==> src/rtl/pipe_ctrl.sv <==
// Pipeline sequencer: resolves load-use, memory-wait and redirect hazards into
// stall / flush_if_id / bubble_ex, and counts stalled cycles.
module pipe_ctrl #(
  parameter int REG_ADDR_W   = 5,
  parameter int FLUSH_CYCLES = 2,
  parameter int CNT_W        = 16
) (
  input  logic                  clk,
  input  logic                  rst_n,
  input  logic [REG_ADDR_W-1:0] id_rs1,
  input  logic                  id_rs1_used,
  input  logic [REG_ADDR_W-1:0] id_rs2,
  input  logic                  id_rs2_used,
  input  logic                  ex_valid,
  input  logic [REG_ADDR_W-1:0] ex_rd,
  input  logic                  ex_is_load,
  input  logic                  ex_redirect,
  input  logic                  mem_req,
  input  logic                  mem_ready,
  input  logic                  perf_clr,
  output logic                  stall,
  output logic                  flush_if_id,
  output logic                  bubble_ex,
  output logic [1:0]            state,
  output logic [CNT_W-1:0]      stall_cnt
);

  typedef enum logic [1:0] {
    RUN      = 2'd0,
    MEM_WAIT = 2'd1,
    FLUSH    = 2'd2
  } state_e;

  localparam logic [2:0]       FLUSH_LOAD = 3'(FLUSH_CYCLES - 1);
  localparam state_e           FLUSH_NEXT = (FLUSH_CYCLES > 1) ? FLUSH : RUN;
  localparam logic [CNT_W-1:0] CNT_MAX    = {CNT_W{1'b1}};

  state_e           state_q, state_d;
  logic [2:0]       fcnt_q, fcnt_d;
  logic             pend_q, pend_d;
  logic [CNT_W-1:0] stall_cnt_q, stall_cnt_d;

  logic lu_haz, mem_haz, redir, mem_done;
  logic stall_c, flush_c, bubble_c;

  assign lu_haz = ex_valid & ex_is_load & (ex_rd != '0) &
                  ((id_rs1_used & (id_rs1 == ex_rd)) |
                   (id_rs2_used & (id_rs2 == ex_rd)));
  assign mem_haz  = mem_req & ~mem_ready;
  assign mem_done = mem_ready | ~mem_req;
  assign redir    = ex_redirect & ex_valid;

  always_comb begin
    state_d  = state_q;
    fcnt_d   = fcnt_q;
    pend_d   = pend_q;
    stall_c  = 1'b0;
    flush_c  = 1'b0;
    bubble_c = 1'b0;
    case (state_q)
      RUN: begin
        if (mem_haz) begin
          stall_c = 1'b1;
          state_d = MEM_WAIT;
          if (redir) pend_d = 1'b1;
        end else if (redir) begin
          flush_c  = 1'b1;
          bubble_c = 1'b1;
          fcnt_d   = FLUSH_LOAD;
          state_d  = FLUSH_NEXT;
        end else if (lu_haz) begin
          bubble_c = 1'b1;
        end
      end
      MEM_WAIT: begin
        // Execute is frozen here, so a redirect seen now is stale and ignored.
        if (!mem_done) begin
          stall_c = 1'b1;
        end else if (pend_q) begin
          pend_d   = 1'b0;
          flush_c  = 1'b1;
          bubble_c = 1'b1;
          fcnt_d   = FLUSH_LOAD;
          state_d  = FLUSH_NEXT;
        end else begin
          state_d = RUN;
        end
      end
      FLUSH: begin
        if (mem_haz) begin
          stall_c = 1'b1;
        end else begin
          flush_c  = 1'b1;
          bubble_c = 1'b1;
          if (fcnt_q <= 3'd1) begin
            fcnt_d  = 3'd0;
            state_d = RUN;
          end else begin
            fcnt_d = fcnt_q - 3'd1;
          end
        end
      end
      default: begin
        state_d = RUN;
        fcnt_d  = 3'd0;
        pend_d  = 1'b0;
      end
    endcase
  end

  always_comb begin
    stall_cnt_d = stall_cnt_q;
    if (perf_clr)                              stall_cnt_d = '0;
    else if (stall && stall_cnt_q != CNT_MAX)  stall_cnt_d = stall_cnt_q + 1'b1;
  end

  always_ff @(posedge clk or negedge rst_n) begin
    if (!rst_n) begin
      state_q     <= RUN;
      fcnt_q      <= 3'd0;
      pend_q      <= 1'b0;
      stall_cnt_q <= '0;
    end else begin
      state_q     <= state_d;
      fcnt_q      <= fcnt_d;
      pend_q      <= pend_d;
      stall_cnt_q <= stall_cnt_d;
    end
  end

  // Gated by rst_n so the outputs are quiet for the whole reset window.
  assign stall       = rst_n & stall_c;
  assign flush_if_id = rst_n & flush_c;
  assign bubble_ex   = rst_n & bubble_c;
  assign state       = state_q;
  assign stall_cnt   = stall_cnt_q;

endmodule

==> config.mk <==
export PLATFORM = sky130hd
export DESIGN_NAME = pipe_ctrl
export DESIGN_NICKNAME = d
export VERILOG_FILES = /design/src/rtl/pipe_ctrl.sv
export SDC_FILE = /design/constraint.sdc
export NUM_CORES = 1
export LEC_CHECK = 0
export ABC_AREA = 1
export CAP_MARGIN = 20
export CORE_ASPECT_RATIO = 1.75
export CORE_MARGIN = 3
export CORE_UTILIZATION = 45
export CTS_CLUSTER_SIZE = 20
export DETAILED_ROUTE_END_ITERATION = 6
export PLACE_DENSITY = 0.8
export SETUP_SLACK_MARGIN = 0.4
export SYNTH_ARGS = -nofsm -noshare
export SYNTH_HDL_FRONTEND = slang
export SYNTH_SLANG_ARGS = --single-unit
==> constraint.sdc <==
create_clock -name clk -period 4.51 [get_ports clk]
set_clock_uncertainty 0.2 [all_clocks]
set_input_delay 0.902 -clock clk [delete_from_list [all_inputs] [get_ports clk]]
set_output_delay 0.902 -clock clk [all_outputs]
set_load 0.05 [all_outputs]
==> impl_metrics.ini <==
[outcome]
outcome = complete, no violations

[worst_setup_path]
critPathMaxFanout = 7
reg2reg_from = stall_cnt[0]
critPathCaptureType = output pin
arrival_ps = 2390
cp-start-kind = input pin
ff2ff_path_depth = 9
ff2ff_setup_slack_ps = 2460
critPathKind = in -> out
cp_data_required_time_ps = 3410
r2r_end = stall_cnt[10]

[timing]
maxSlewViolCount = 0
fin_hold_ws_ps = 368
finalSetupViolCount = 0
fin_setup_tns_ps = 0
relSlewSlack = 0.662
rsz0062_at_grt = no
min_period_over_period = 0.774
post-route-min-period_ps = 3490
tightestPinTransition_ps = 506
final_hold_viol_count = 0
fmax_ghz = 0.286

[die]
boundaryPins = 46
dieArea_um2 = 4450
die_h_um = 86.1
core_um2 = 3430
initial_core_util = 0.480
die_x_um = 51.7
rows = 28

[pwr]
pwr-share-comb = 0.340
swShare = 0.343
vdd_ir_drop_max_v = 0.000187
power_frac_seq = 0.370
p_switching_uw = 216
internal_power_uw = 415
p_leak_nw = 1.05
pwr-share-clk = 0.290
power.density_nw_per_um2 = 285
power_uw = 631

[placement]
placed_cells = 337
gp_congestion = 0.818
hpwl_um = 3310
numPortBuffers = 45

[logic_synthesis]
synthSimpleGateAreaFrac = 0.450
synthMuxAreaShare = 0
ys_types = 26
netlist_top_cells_area = dfrtp_1, nand2_1, inv_1, nor2_1, nand4_1
synth-xor-area-share = 0.0425
async_flop_share = 1.00
yosys_warnings = 0
synth_common_cells = nand2_1, inv_1, nor2_1, dfrtp_1, nand4_1
syn_area_per_cell_um2 = 6.62
synthFlopType = dfrtp_1
yosysTopAreaCellShare = 0.334
synth_top_family_by_area = simple AND/OR/NAND/NOR gates
ys_seq_area_frac = 0.334
synth_edf_count = 0
yosys.area_share.adder = 0.0228
synthesis.area_um2 = 1650
mappedNetlistNets = 277
yosysMostFrequentCell = nand2_1
synth-compound-area-share = 0.0683
synthCells = 249
yosys_register_bits = 22
synth_top_area_cell = dfrtp_1

[final_layout]
finalNonFillerCells = 341
area_growth_pct = 34.5
drive_gt1_frac = 0.0574
antenna_cells = 0
nNetsFinal = 325

[clock_tree]
cts_buffers = 3
clock_latency_ps = 260
cts_repair_resize_count = 0
cts_max_level = 1
clkTransAtPathRegs_ps = 80
clock-sinks = 22
cts_hold_buffers = 0
cts_tree = yes
clockRootBuffer = clkbuf_8
clk_path_buf_depth = 2
cts_setup_buffers = 0

[grt]
grt_start_max_net_pins = 24
antenna_found_initial = 0
grt_pass1_vias = 1715
grt_usage = 0.219
grt-ovfl-total = 0
grt_pass1_wl_um = 7560

[detailed_routing]
vias = 1764
dr.pass1.iters = 6
drcViolationCount = 0
drt_first_iter_violations = 59
wl_per_cell_um = 12.7
ant_nets = 0
wirelength_um = 4320
viasPerCell = 5.17

[hold_path]
whs_path_depth = 2
hold_start = stall_cnt[1]
holdPathEnd = stall_cnt[1]
hold_path.class = reg -> reg

[run]
maxCapViolations = 0
## per-layer routing
layer  vias to the layer above  global-route usage  wire (µm)
met5                         -                   0          0
met1                       808               0.254       1650
met2                        54               0.407       2410
met3                         6              0.0209        202
met4                         0              0.0668         57
li1                        896                   -          -
## power by group through the flow
stage / clock (mW) / sequential (mW) / combinational (mW)
after floorplan: 0 / 0.254 / 0.116
after global placement: 0 / 0.235 / 0.213
after detailed placement: 0 / 0.237 / 0.215
after CTS: 0.185 / 0.233 / 0.216
after global routing: 0.197 / 0.236 / 0.241
final: 0.183 / 0.233 / 0.215
## cell usage in the layout, fill, tap and decap left out, types with 4 or more instances in the layout
cell type / Yosys / layout
clkdlybuf4s50_1: 0 / 42
dfrtp_1: 22 / 22
inv_1: 30 / 30
nand2_1: 86 / 86
nand3_1: 13 / 13
nand4_1: 17 / 17
nor2_1: 30 / 30
o21ai_0: 12 / 12
o21bai_1: 4 / 4
xor2_1: 7 / 7
## final cells by class
| cell class | count | area, µm² |
|---|---|---|
| Fill cell | 328 | 1220 |
| Multi-Input combinational cell | 194 | 962 |
| Sequential cell | 22 | 551 |
| Timing Repair Buffer | 46 | 463 |
| Inverter | 30 | 113 |
| Tap cell | 45 | 56.3 |
| Clock buffer | 3 | 41.3 |
| Clock inverter | 1 | 30.0 |
## state kept, by name, indices dropped and copies added, names as in the netlist
name / cells
stall_cnt: 16
pend_q: 1
state: 2
fcnt_q: 3
## how the worst max path moves through the flow
stage	startpoint	end	slack (ps)	depth (start not counted)
CTS	mem_ready	bubble_ex	1020	8
floorplan	mem_req	bubble_ex	1500	7
global route	mem_ready	bubble_ex	890	8
global placement	mem_ready	bubble_ex	1060	8
finish	mem_ready	bubble_ex	1020	8
detailed placement	mem_ready	bubble_ex	1020	8
## worst max-delay path: stages
cell and delay (ps):
clkdlybuf4s50_1 480, nor2_1 90, nand2_1 120, nand2_1 60, nor2_1 290, nand3_1 150
nand2_1 150, buf_12 140
## cell families (layout without fill, tap and decap cells)
kind of cell             after synthesis  after routing
XOR/XNOR                               8              8
AND/OR/NAND/NOR                      163            163
AO/OA/AOI/OAI                         20             20
flip-flops                            22             22
buffers and inverters                 33             80
adder cells (fa/ha/maj)                3              3
## stage by stage
stage | worst slack, ps | area, µm² | utilization
6_report | 1020 | 2220 | 0.645
5_1_grt | 888 | 2220 | 0.645
4_1_cts | 1020 | 2220 | 0.645
3_5_place_dp | 1020 | 2140 | 0.625
3_3_place_gp | 1060 | 2140 | 0.625
2_1_floorplan | 1500 | 1650 | -
(Power assumes the default switching activity.)
